### config.mk
export PLATFORM = sky130hd
export DESIGN_NAME = div_share_ctrl
export DESIGN_NICKNAME = d
export VERILOG_FILES = /design/src/rtl/div_share_ctrl.sv
export SDC_FILE = /design/constraint.sdc
export NUM_CORES = 1
export LEC_CHECK = 0
export ABC_CLOCK_PERIOD_IN_PS = 4850
export CAP_MARGIN = 20
export CORE_UTILIZATION = 45
export CTS_CLUSTER_DIAMETER = 120
export DETAILED_ROUTE_END_ITERATION = 7
export GPL_ROUTABILITY_DRIVEN = 1
export PLACE_DENSITY_LB_ADDON = 0.08
export SLEW_MARGIN = 5
export SYNTH_ARGS = -nofsm -noshare
export SYNTH_HDL_FRONTEND = slang
export SYNTH_SLANG_ARGS = --single-unit
export TNS_END_PERCENT = 100
### constraint.sdc
create_clock -name clk -period 4.85 [get_ports clk]
set_clock_uncertainty 0.15 [all_clocks]
set_input_delay 1.455 -clock clk [delete_from_list [all_inputs] [get_ports clk]]
set_output_delay 1.455 -clock clk [all_outputs]
set_load 0.03 [all_outputs]
### src/rtl/div_share_ctrl.sv
// div_share_ctrl: round-robin shared 16-bit restoring divider; DIV_ZERO_FLAG_EN adds the dz output
module div_share_ctrl (
    input  logic        clk,
    input  logic        rst_n,
    input  logic        req0,
    input  logic        req1,
    input  logic [15:0] a0,
    input  logic [15:0] b0,
    input  logic [15:0] a1,
    input  logic [15:0] b1,
    output logic        ack0,
    output logic        ack1,
    output logic        done0,
    output logic        done1,
    output logic [15:0] q,
    output logic [15:0] r,
    output logic        busy
`ifdef DIV_ZERO_FLAG_EN
    ,
    output logic        dz
`endif
);
    localparam logic [1:0] IDLE = 2'd0, RUN = 2'd1, DONE = 2'd2;
    logic [1:0]  state_q, state_d;
    logic        last_q, last_d, gnt_q, gnt_d, ack_q, ack_d, done_q, done_d;
    logic [4:0]  cnt_q, cnt_d;
    logic [15:0] dvd_q, dvd_d, div_q, div_d, rem_q, rem_d, q_q, q_d, r_q, r_d;
    logic [16:0] rem_sh, sub;
    logic        ge, pick;
`ifdef DIV_ZERO_FLAG_EN
    logic        dz_q, dz_d;
    assign dz = dz_q;
`endif
    assign pick   = (req0 & req1) ? ~last_q : req1;
    assign rem_sh = {rem_q, dvd_q[15]};
    assign sub    = rem_sh - {1'b0, div_q};
    // rem < divisor always holds, so a borrow out of the subtract means rem_sh < divisor
    assign ge     = ~sub[16];
    always_comb begin
        state_d = state_q;
        last_d  = last_q;
        gnt_d   = gnt_q;
        ack_d   = 1'b0;
        done_d  = 1'b0;
        cnt_d   = cnt_q;
        dvd_d   = dvd_q;
        div_d   = div_q;
        rem_d   = rem_q;
        q_d     = q_q;
        r_d     = r_q;
`ifdef DIV_ZERO_FLAG_EN
        dz_d    = 1'b0;
`endif
        case (state_q)
            IDLE: if (req0 | req1) begin
                gnt_d   = pick;
                last_d  = pick;
                ack_d   = 1'b1;
                dvd_d   = pick ? a1 : a0;
                div_d   = pick ? b1 : b0;
                rem_d   = '0;
                cnt_d   = '0;
                state_d = (div_d == 16'd0) ? DONE : RUN;
            end
            RUN: begin
                // quotient bits shift into the low end as dividend bits leave the top
                rem_d = ge ? sub[15:0] : rem_sh[15:0];
                dvd_d = {dvd_q[14:0], ge};
                cnt_d = cnt_q + 5'd1;
                if (cnt_q == 5'd15) begin
                    q_d     = dvd_d;
                    r_d     = rem_d;
                    done_d  = 1'b1;
                    state_d = DONE;
                end
            end
            DONE: if (done_q) begin
                state_d = IDLE;
            end else begin
                q_d    = 16'hFFFF;
                r_d    = dvd_q;
                done_d = 1'b1;
`ifdef DIV_ZERO_FLAG_EN
                dz_d   = 1'b1;
`endif
            end
            default: state_d = IDLE;
        endcase
    end
    always_ff @(posedge clk or negedge rst_n) begin
        if (!rst_n) begin
            state_q <= IDLE;
            last_q  <= 1'b1;
            gnt_q   <= 1'b0;
            ack_q   <= 1'b0;
            done_q  <= 1'b0;
            cnt_q   <= '0;
            dvd_q   <= '0;
            div_q   <= '0;
            rem_q   <= '0;
            q_q     <= '0;
            r_q     <= '0;
`ifdef DIV_ZERO_FLAG_EN
            dz_q    <= 1'b0;
`endif
        end else begin
            state_q <= state_d;
            last_q  <= last_d;
            gnt_q   <= gnt_d;
            ack_q   <= ack_d;
            done_q  <= done_d;
            cnt_q   <= cnt_d;
            dvd_q   <= dvd_d;
            div_q   <= div_d;
            rem_q   <= rem_d;
            q_q     <= q_d;
            r_q     <= r_d;
`ifdef DIV_ZERO_FLAG_EN
            dz_q    <= dz_d;
`endif
        end
    end
    assign ack0  = ack_q & ~gnt_q;
    assign ack1  = ack_q & gnt_q;
    assign done0 = done_q & ~gnt_q;
    assign done1 = done_q & gnt_q;
    assign q     = q_q;
    assign r     = r_q;
    assign busy  = state_q != IDLE;
endmodule
==> results by group, run 1 <==
Clocking
  – Cts bufs inserted: 9
  – Clock tree buffer depth: 2
  – CTS tree: built
  – TritonCTS Sinks: 91
  – PostCTS Resize Cnt: 0
  – Root Driver: clkbuf_16
  – Number of H-tree levels: 3
  – Clock transition at path regs: roughly 0.060 ns
  – # Post-CTS Setup Buffers: 0
  – Worst-skew pair later-pin latency: between 0.3 and 0.4 ns
  – CTS Hold Bufs: 0

Global routing
  – Global-route wire length before repair: roughly 21000 µm
  – Largest net degree at the start of global routing: 44
  – GRT Util Overall: a little under a quarter
  – Vias in the first global route: around 4200
  – Overflow after GRT: 0
  – Initial antenna violation count: 0

STA
  – Fin. Hold Viols: 0
  – Final Setup Violations: 0
  – Setup_tns: 0 ns
  – Min Clock Period, post-route: 3.53 ns
  – Worst slew margin: approximately 46%
  – FMAX: between 0.2 and 0.3 GHz
  – Slew @ Worst Pin: between 0.8 and 0.9 ns
  – Final period util: 72.7%
  – Slew Viols, Final: 0
  – RSZ-0062 raised after global routing: false

Place
  – Hpwl dp: 10100 µm
  – Placed cell areas: 6300 µm²
  – Routability congestion estimate: slightly below 0.9
  – IO Port Bufs: roughly 100

Finish
  – Layout cells sized above 1: under 10%
  – Area of the multi-input gates: around 2600 µm²
  – Final Instance Area: about 6600 µm²
  – Register area: approximately 2300 µm²
  – Final Net Count: ~700
  – Most frequent cells in the layout: clkdlybuf4s50_1 (103), dfrtp_1 (90), o21ai_0 (63)
  – Diodes inserted: 0
  – Leading cell type in the layout, fill and taps excluded: clkdlybuf4s50_1
  – Fillers: 927
  – Synth-to-layout area growth: 28.7%

Floorplan
  – Die span in y: around 110 µm
  – Chip Width: 109 µm
  – Initial Util: 46.9%
  – Core ar.: around 11000 µm²
  – Die footprint: ~12000 µm²
  – Row Count: 38
  – Boundary pin count: approximately 110

Yosys
  – Dominant synthesized flop cell: dfrtp_1
  – Register area share after synthesis: 44.3%
  – Post-Syn Area per Cell: ~10 µm²
  – Asr flop ratio synth: 100%
  – Synth cell types: 61
  – Synth warn: 0
  – Post-synth top area share: a little over two fifths
  – Number of synthesized register bits: just over 90
  – Post-Synthesis Cells: 530
  – Net count after synthesis: 620
  – Top cells by area, synth: dfrtp_1 (44%), mux2i_1 (8.9%), o21ai_0 (6.1%)
  – Post-synth top area cell: dfrtp_1
  – EDFF count, synth: 0
  – Synth Cell Area: 5150 µm²

Pwr
  – Leakage: about 0.0028 µW
  – Pwr dens: between 600 and 700 nW/µm²
  – Max IR drop VDD: approximately 0.0004 V

Drt
  – Antenna Violating Nets Remaining: 0
  – Final Routed Wirelength: ~13000 µm
  – DRT Pass-1 Iters: 4
  – Via count: roughly 4300
  – DRC: 0
  – DR iter-0 viols: roughly 200
  – WL/cell: 17.5 µm
  – Via density: 5.66

Job
  – Max Cap Viol: 0

Status
  – Status: complete, no violations

Critical path
  – CP arrival: approximately 1.9 ns
  – CP Data Required Time: around 3.2 ns
  – Startpoint Class: flop
  – Setup CP Type: flop to primary output
  – CP max FO: 8
  – CP Capture Type: primary output

Hold path
  – Min-Delay Path Class: flop to flop
## metrics by stage
stage	power [µW]	utilization [%]	setup slack (ns)	instances	hold slack, ns
floorplan	2650	-	1.85	530	0.300
CTS	4050	60.3	1.31	763	0.335
global route	4340	60.3	1.11	763	0.360
finish	4040	60.3	1.32	763	0.328
global placement	3210	57.3	1.11	747	0.312
detailed placement	3270	57.3	1.01	747	0.320
## power by group
group | total (µW) | internal [µW] | switching (µW)
Clock | 767 | 477 | 290
Combinational | 2060 | 816 | 1240
Sequential | 1220 | 1010 | 204
## kinds of logic (layout without fill, tap and decap cells)
logic type	after synthesis	count (layout)	share of synthesized area, %
AOI/OAI and AO/OA	175	175	21.6
and+or+nand+nor	120	120	11.6
DFF	91	91	44.3
buffers and inverters	60	153	4.86
muxes	48	48	9.38
adders and majority gates	22	22	5.49
xor gates and xnor gates	14	14	2.75
## synth_stat cells (4+ instances only)
cell / instances
and2_1: 4
ha_1: 21
buf_2: 4
and3_1: 10
a21o_1: 4
o22a_1: 15
a31oi_1: 4
nor2_1: 14
a22oi_1: 15
a21oi_1: 30
o21ai_1: 12
xnor2_1: 10
nor2b_1: 5
nand2_1: 54
dfrtp_1: 90
nor4_1: 8
clkbuf_1: 24
inv_1: 26
nand3b_1: 7
o21ai_0: 63
mux2i_1: 46
## worst max-delay path, stage by stage, from the launching register on
cell and delay (ns):
dfrtp_1 0.38, inv_1 0.08, ha_1 0.28, inv_1 0.15, clkdlybuf4s50_1 0.69
## routing by layer
metal  global-route usage [%]  vias to the layer above  wire (µm)
li1                         -                     2098          -
met1                     32.9                     2117       6250
met2                     38.3                       94       6430
met3                     3.65                        8        518
met4                     6.27                        0        124
met5                        0                        -          0
## area by class of cell
cell class | instances | share of cell area [%]
Clock buffer | 11 | 3.81
Clock inverter | 5 | 1.13
Inverter | 26 | 1.47
Multi-Input combinational cell | 379 | 39.9
Sequential cell | 91 | 34.4
Tap cell | 140 | 2.64
Timing Repair Buffer | 111 | 16.7
## sequential cells by signal, indices dropped and copies added, names as in the netlist, 2 cells and up
signal / flops
dvd_q: 16
rem_q: 16
state_q: 2
cnt_q: 5
div_q: 16
q: 16
r: 16
## path summary, 6_finish.rpt
path	startpoint	endpoint	slack (ns)	cells past startpoint
min in group asynchronous	rst_n	div_q[9]	0.96	1
worst min register to register	cnt_q[4]	cnt_q[4]	0.33	2
max in group asynchronous	rst_n	done_q	2.81	2
worst min-delay path	cnt_q[4]	cnt_q[4]	0.33	2
worst max-delay path	state_q[1]	busy	1.32	4
worst max register to register	dvd_q[15]	r[1]	1.36	10
No activity file was read; power rests on OpenSTA's default activity.
==> run 2, diff against run 1 <==
ABC_CLOCK_PERIOD_IN_PS = 3000   (was 4850)
clock period = 3 ns   (was 4.85 ns; I/O delays follow)
==> run 2 against run 1 <==
  * Sequential share of layout area shrank 0.36 points
  * Clock power grew 47%
  * Largest cell class unchanged
  * Cell count grew 1.0%
  * Combinational power grew 68%
  * Register-to-register slack lost 1.2 ns
  * Non-clock buffer count grew 9
  * Worst hold slack gained 0.0033 ns
  * Power grew 62%
  * Utilization grew 0.64 points
==> results by group, run 2 (synthesized netlist as in run 1, its figures left out) <==
STA
  – Final Setup Violations: 0 (unchanged)
  – Slew @ Worst Pin: 0.734 ns (was 0.809 ns)
  – FMAX: around 0.35 GHz
  – Fin. Hold Viols: 0 (unchanged)
  – RSZ-0062 raised after global routing: false (unchanged)
  – Slew Viols, Final: 0 (unchanged)
  – Min Clock Period, post-route: about 2.9 ns
  – Setup_tns: 0 ns (unchanged)
  – Worst slew margin: 51.1% (was 46.1%)
  – Final period util: 95.6%

Pwr
  – Max IR drop VDD: 0.000758 V (was 0.000397 V)
  – Leakage: 0.00283 µW (was 0.00280 µW)
  – Pwr dens: 980 nW/µm² (was 610 nW/µm²)

Critical path
  – Startpoint Class: flop (unchanged)
  – Reg2Reg Launch Point: rem_q[10] (was dvd_q[15])
  – Cells on worst reg2reg path: 9 (was 10)
  – CP max FO: 8 (unchanged)
  – R2R Path End: r[1] (unchanged)
  – R2R Setup Slk: 0.16 ns (was 1.36 ns)
  – Critical Path Source: state_q[0] (was state_q[1])
  – Setup CP Type: flop to primary output (unchanged)
  – CP Data Required Time: 1.95 ns (was 3.24 ns)
  – CP Capture Type: primary output (unchanged)
  – CP arrival: 1.82 ns (was 1.92 ns)

Floorplan
  – Boundary pin count: 105 (unchanged)
  – Die span in y: 109 µm (unchanged)
  – Chip Width: 109 µm (unchanged)
  – Core ar.: 11000 µm² (unchanged)
  – Row Count: 38 (unchanged)
  – Die footprint: 11900 µm² (unchanged)
  – Initial Util: 46.9% (unchanged)

Hold path
  – Min-Delay Path Class: flop to flop (unchanged)
  – Hold Path End: cnt_q[4] (unchanged)
  – Hold path start: cnt_q[4] (unchanged)
  – Hold Path Depth: 2 (unchanged)

Global routing
  – Overflow after GRT: 0 (unchanged)
  – Global-route wire length before repair: 21600 µm (was 21400 µm)
  – GRT Util Overall: 23.9% (was 23.6%)
  – Initial antenna violation count: 0 (unchanged)
  – Vias in the first global route: 4232 (was 4185)
  – Largest net degree at the start of global routing: 40 (was 44)

Clocking
  – Cts bufs inserted: 9 (unchanged)
  – Clock tree buffer depth: 2 (unchanged)
  – CTS tree: built (unchanged)
  – Root Driver: clkbuf_16 (unchanged)
  – TritonCTS Sinks: 91 (unchanged)
  – # Post-CTS Setup Buffers: 0 (unchanged)
  – Clock transition at path regs: 0.07 ns (was 0.06 ns)
  – Number of H-tree levels: 3 (unchanged)
  – Worst-skew pair later-pin latency: 0.35 ns (was 0.34 ns)

Finish
  – Area of the multi-input gates: 2660 µm² (was 2640 µm²)
  – Final Net Count: 717 (was 708)
  – Leading cell type in the layout, fill and taps excluded: clkdlybuf4s50_1 (unchanged)
  – Layout cells sized above 1: 8.08% (was 6.42%)
  – Diodes inserted: 0 (unchanged)
  – Register area: 2280 µm² (unchanged)
  – Final Instance Area: 6700 µm² (was 6630 µm²)
  – Fillers: 959 (was 927)
  – Synth-to-layout area growth: 30.0% (was 28.7%)
  – Most frequent cells in the layout: clkdlybuf4s50_1 (103), dfrtp_1 (90), o21ai_0 (63) (unchanged)

Drt
  – Antenna Violating Nets Remaining: 0 (unchanged)
  – Via count: 4356 (was 4317)
  – Final Routed Wirelength: 13500 µm (was 13300 µm)
  – WL/cell: 17.5 µm (about the same)
  – Via density: 5.65 (was 5.66)
  – DRT Pass-1 Iters: 4 (unchanged)
  – DR iter-0 viols: 231 (was 198)
  – DRC: 0 (unchanged)

Job
  – Max Cap Viol: 0 (unchanged)

Place
  – Placed cell areas: 6390 µm² (was 6300 µm²)
  – Hpwl dp: 10200 µm (was 10100 µm)
  – IO Port Bufs: 104 (unchanged)
  – Routability congestion estimate: 0.832 (was 0.874)

Status
  – Status: complete, no violations (unchanged)
==> run 2: cell types whose count changed in the layout (fill, tap and decap cells not counted), sizes merged <==
cell / previous run / this run
bufinv: 2 / 1
buf: 8 / 17
==> run 2: critical path: stages (launching register included) <==
cell and delay (ns):
dfrtp_1 0.39, inv_1 0.10, ha_2 0.28, inv_1 0.09, clkdlybuf4s50_1 0.60
==> run 2: timing repair <==
action / 4_1_cts / 5_1_grt
gates resized for setup: 0 / 7
setup endpoints to repair: 0 / 29
hold buffers: 0 / 0
==> run 2: worst max path at each step <==
stage | slack, ns | end
after floorplan | 0.26 | r[4]
after global placement | 0.14 | rem_q[9]
after global routing | 0.04 | rem_q[1]
final | 0.13 | busy
after CTS | 0.0007 | r[9]
after detailed placement | 0.03 | r[9]
==> run 2: cell type report <==
class | count | area share, %
multi-input combinational | 379 | 39.7
sequential | 91 | 34.0
timing repair buffer | 120 | 17.9
clock buffer | 11 | 3.48
tap | 140 | 2.62
inverter | 26 | 1.46
clock inverter | 4 | 0.785
==> run 2: metal layers <==
metal,vias up,track usage [%],wire [µm]
met5,-,0,0
met3,14,3.47,411
met4,0,7.63,191
met2,93,38.2,6490
met1,2135,33.5,6360
li1,2114,-,-
==> run 2: metrics by stage <==
stage	util [%]	power [µW]	instances	setup slack [ns]	hold slack [ns]
floorplan	-	4280	530	0.259	0.300
global placement	58.2	5340	756	0.139	0.312
detailed placement	58.2	5400	756	0.0299	0.321
CTS	60.8	6550	771	0.000731	0.336
global route	61.0	7050	771	0.0428	0.355
finish	61.0	6560	771	0.133	0.332
==> run 2: report_power, final <==
group | internal, µW | total [µW] | switching, µW
Sequential | 1630 | 1970 | 333
Clock | 644 | 1130 | 484
Combinational | 1420 | 3460 | 2040
Total | 3700 | 6560 | 2860
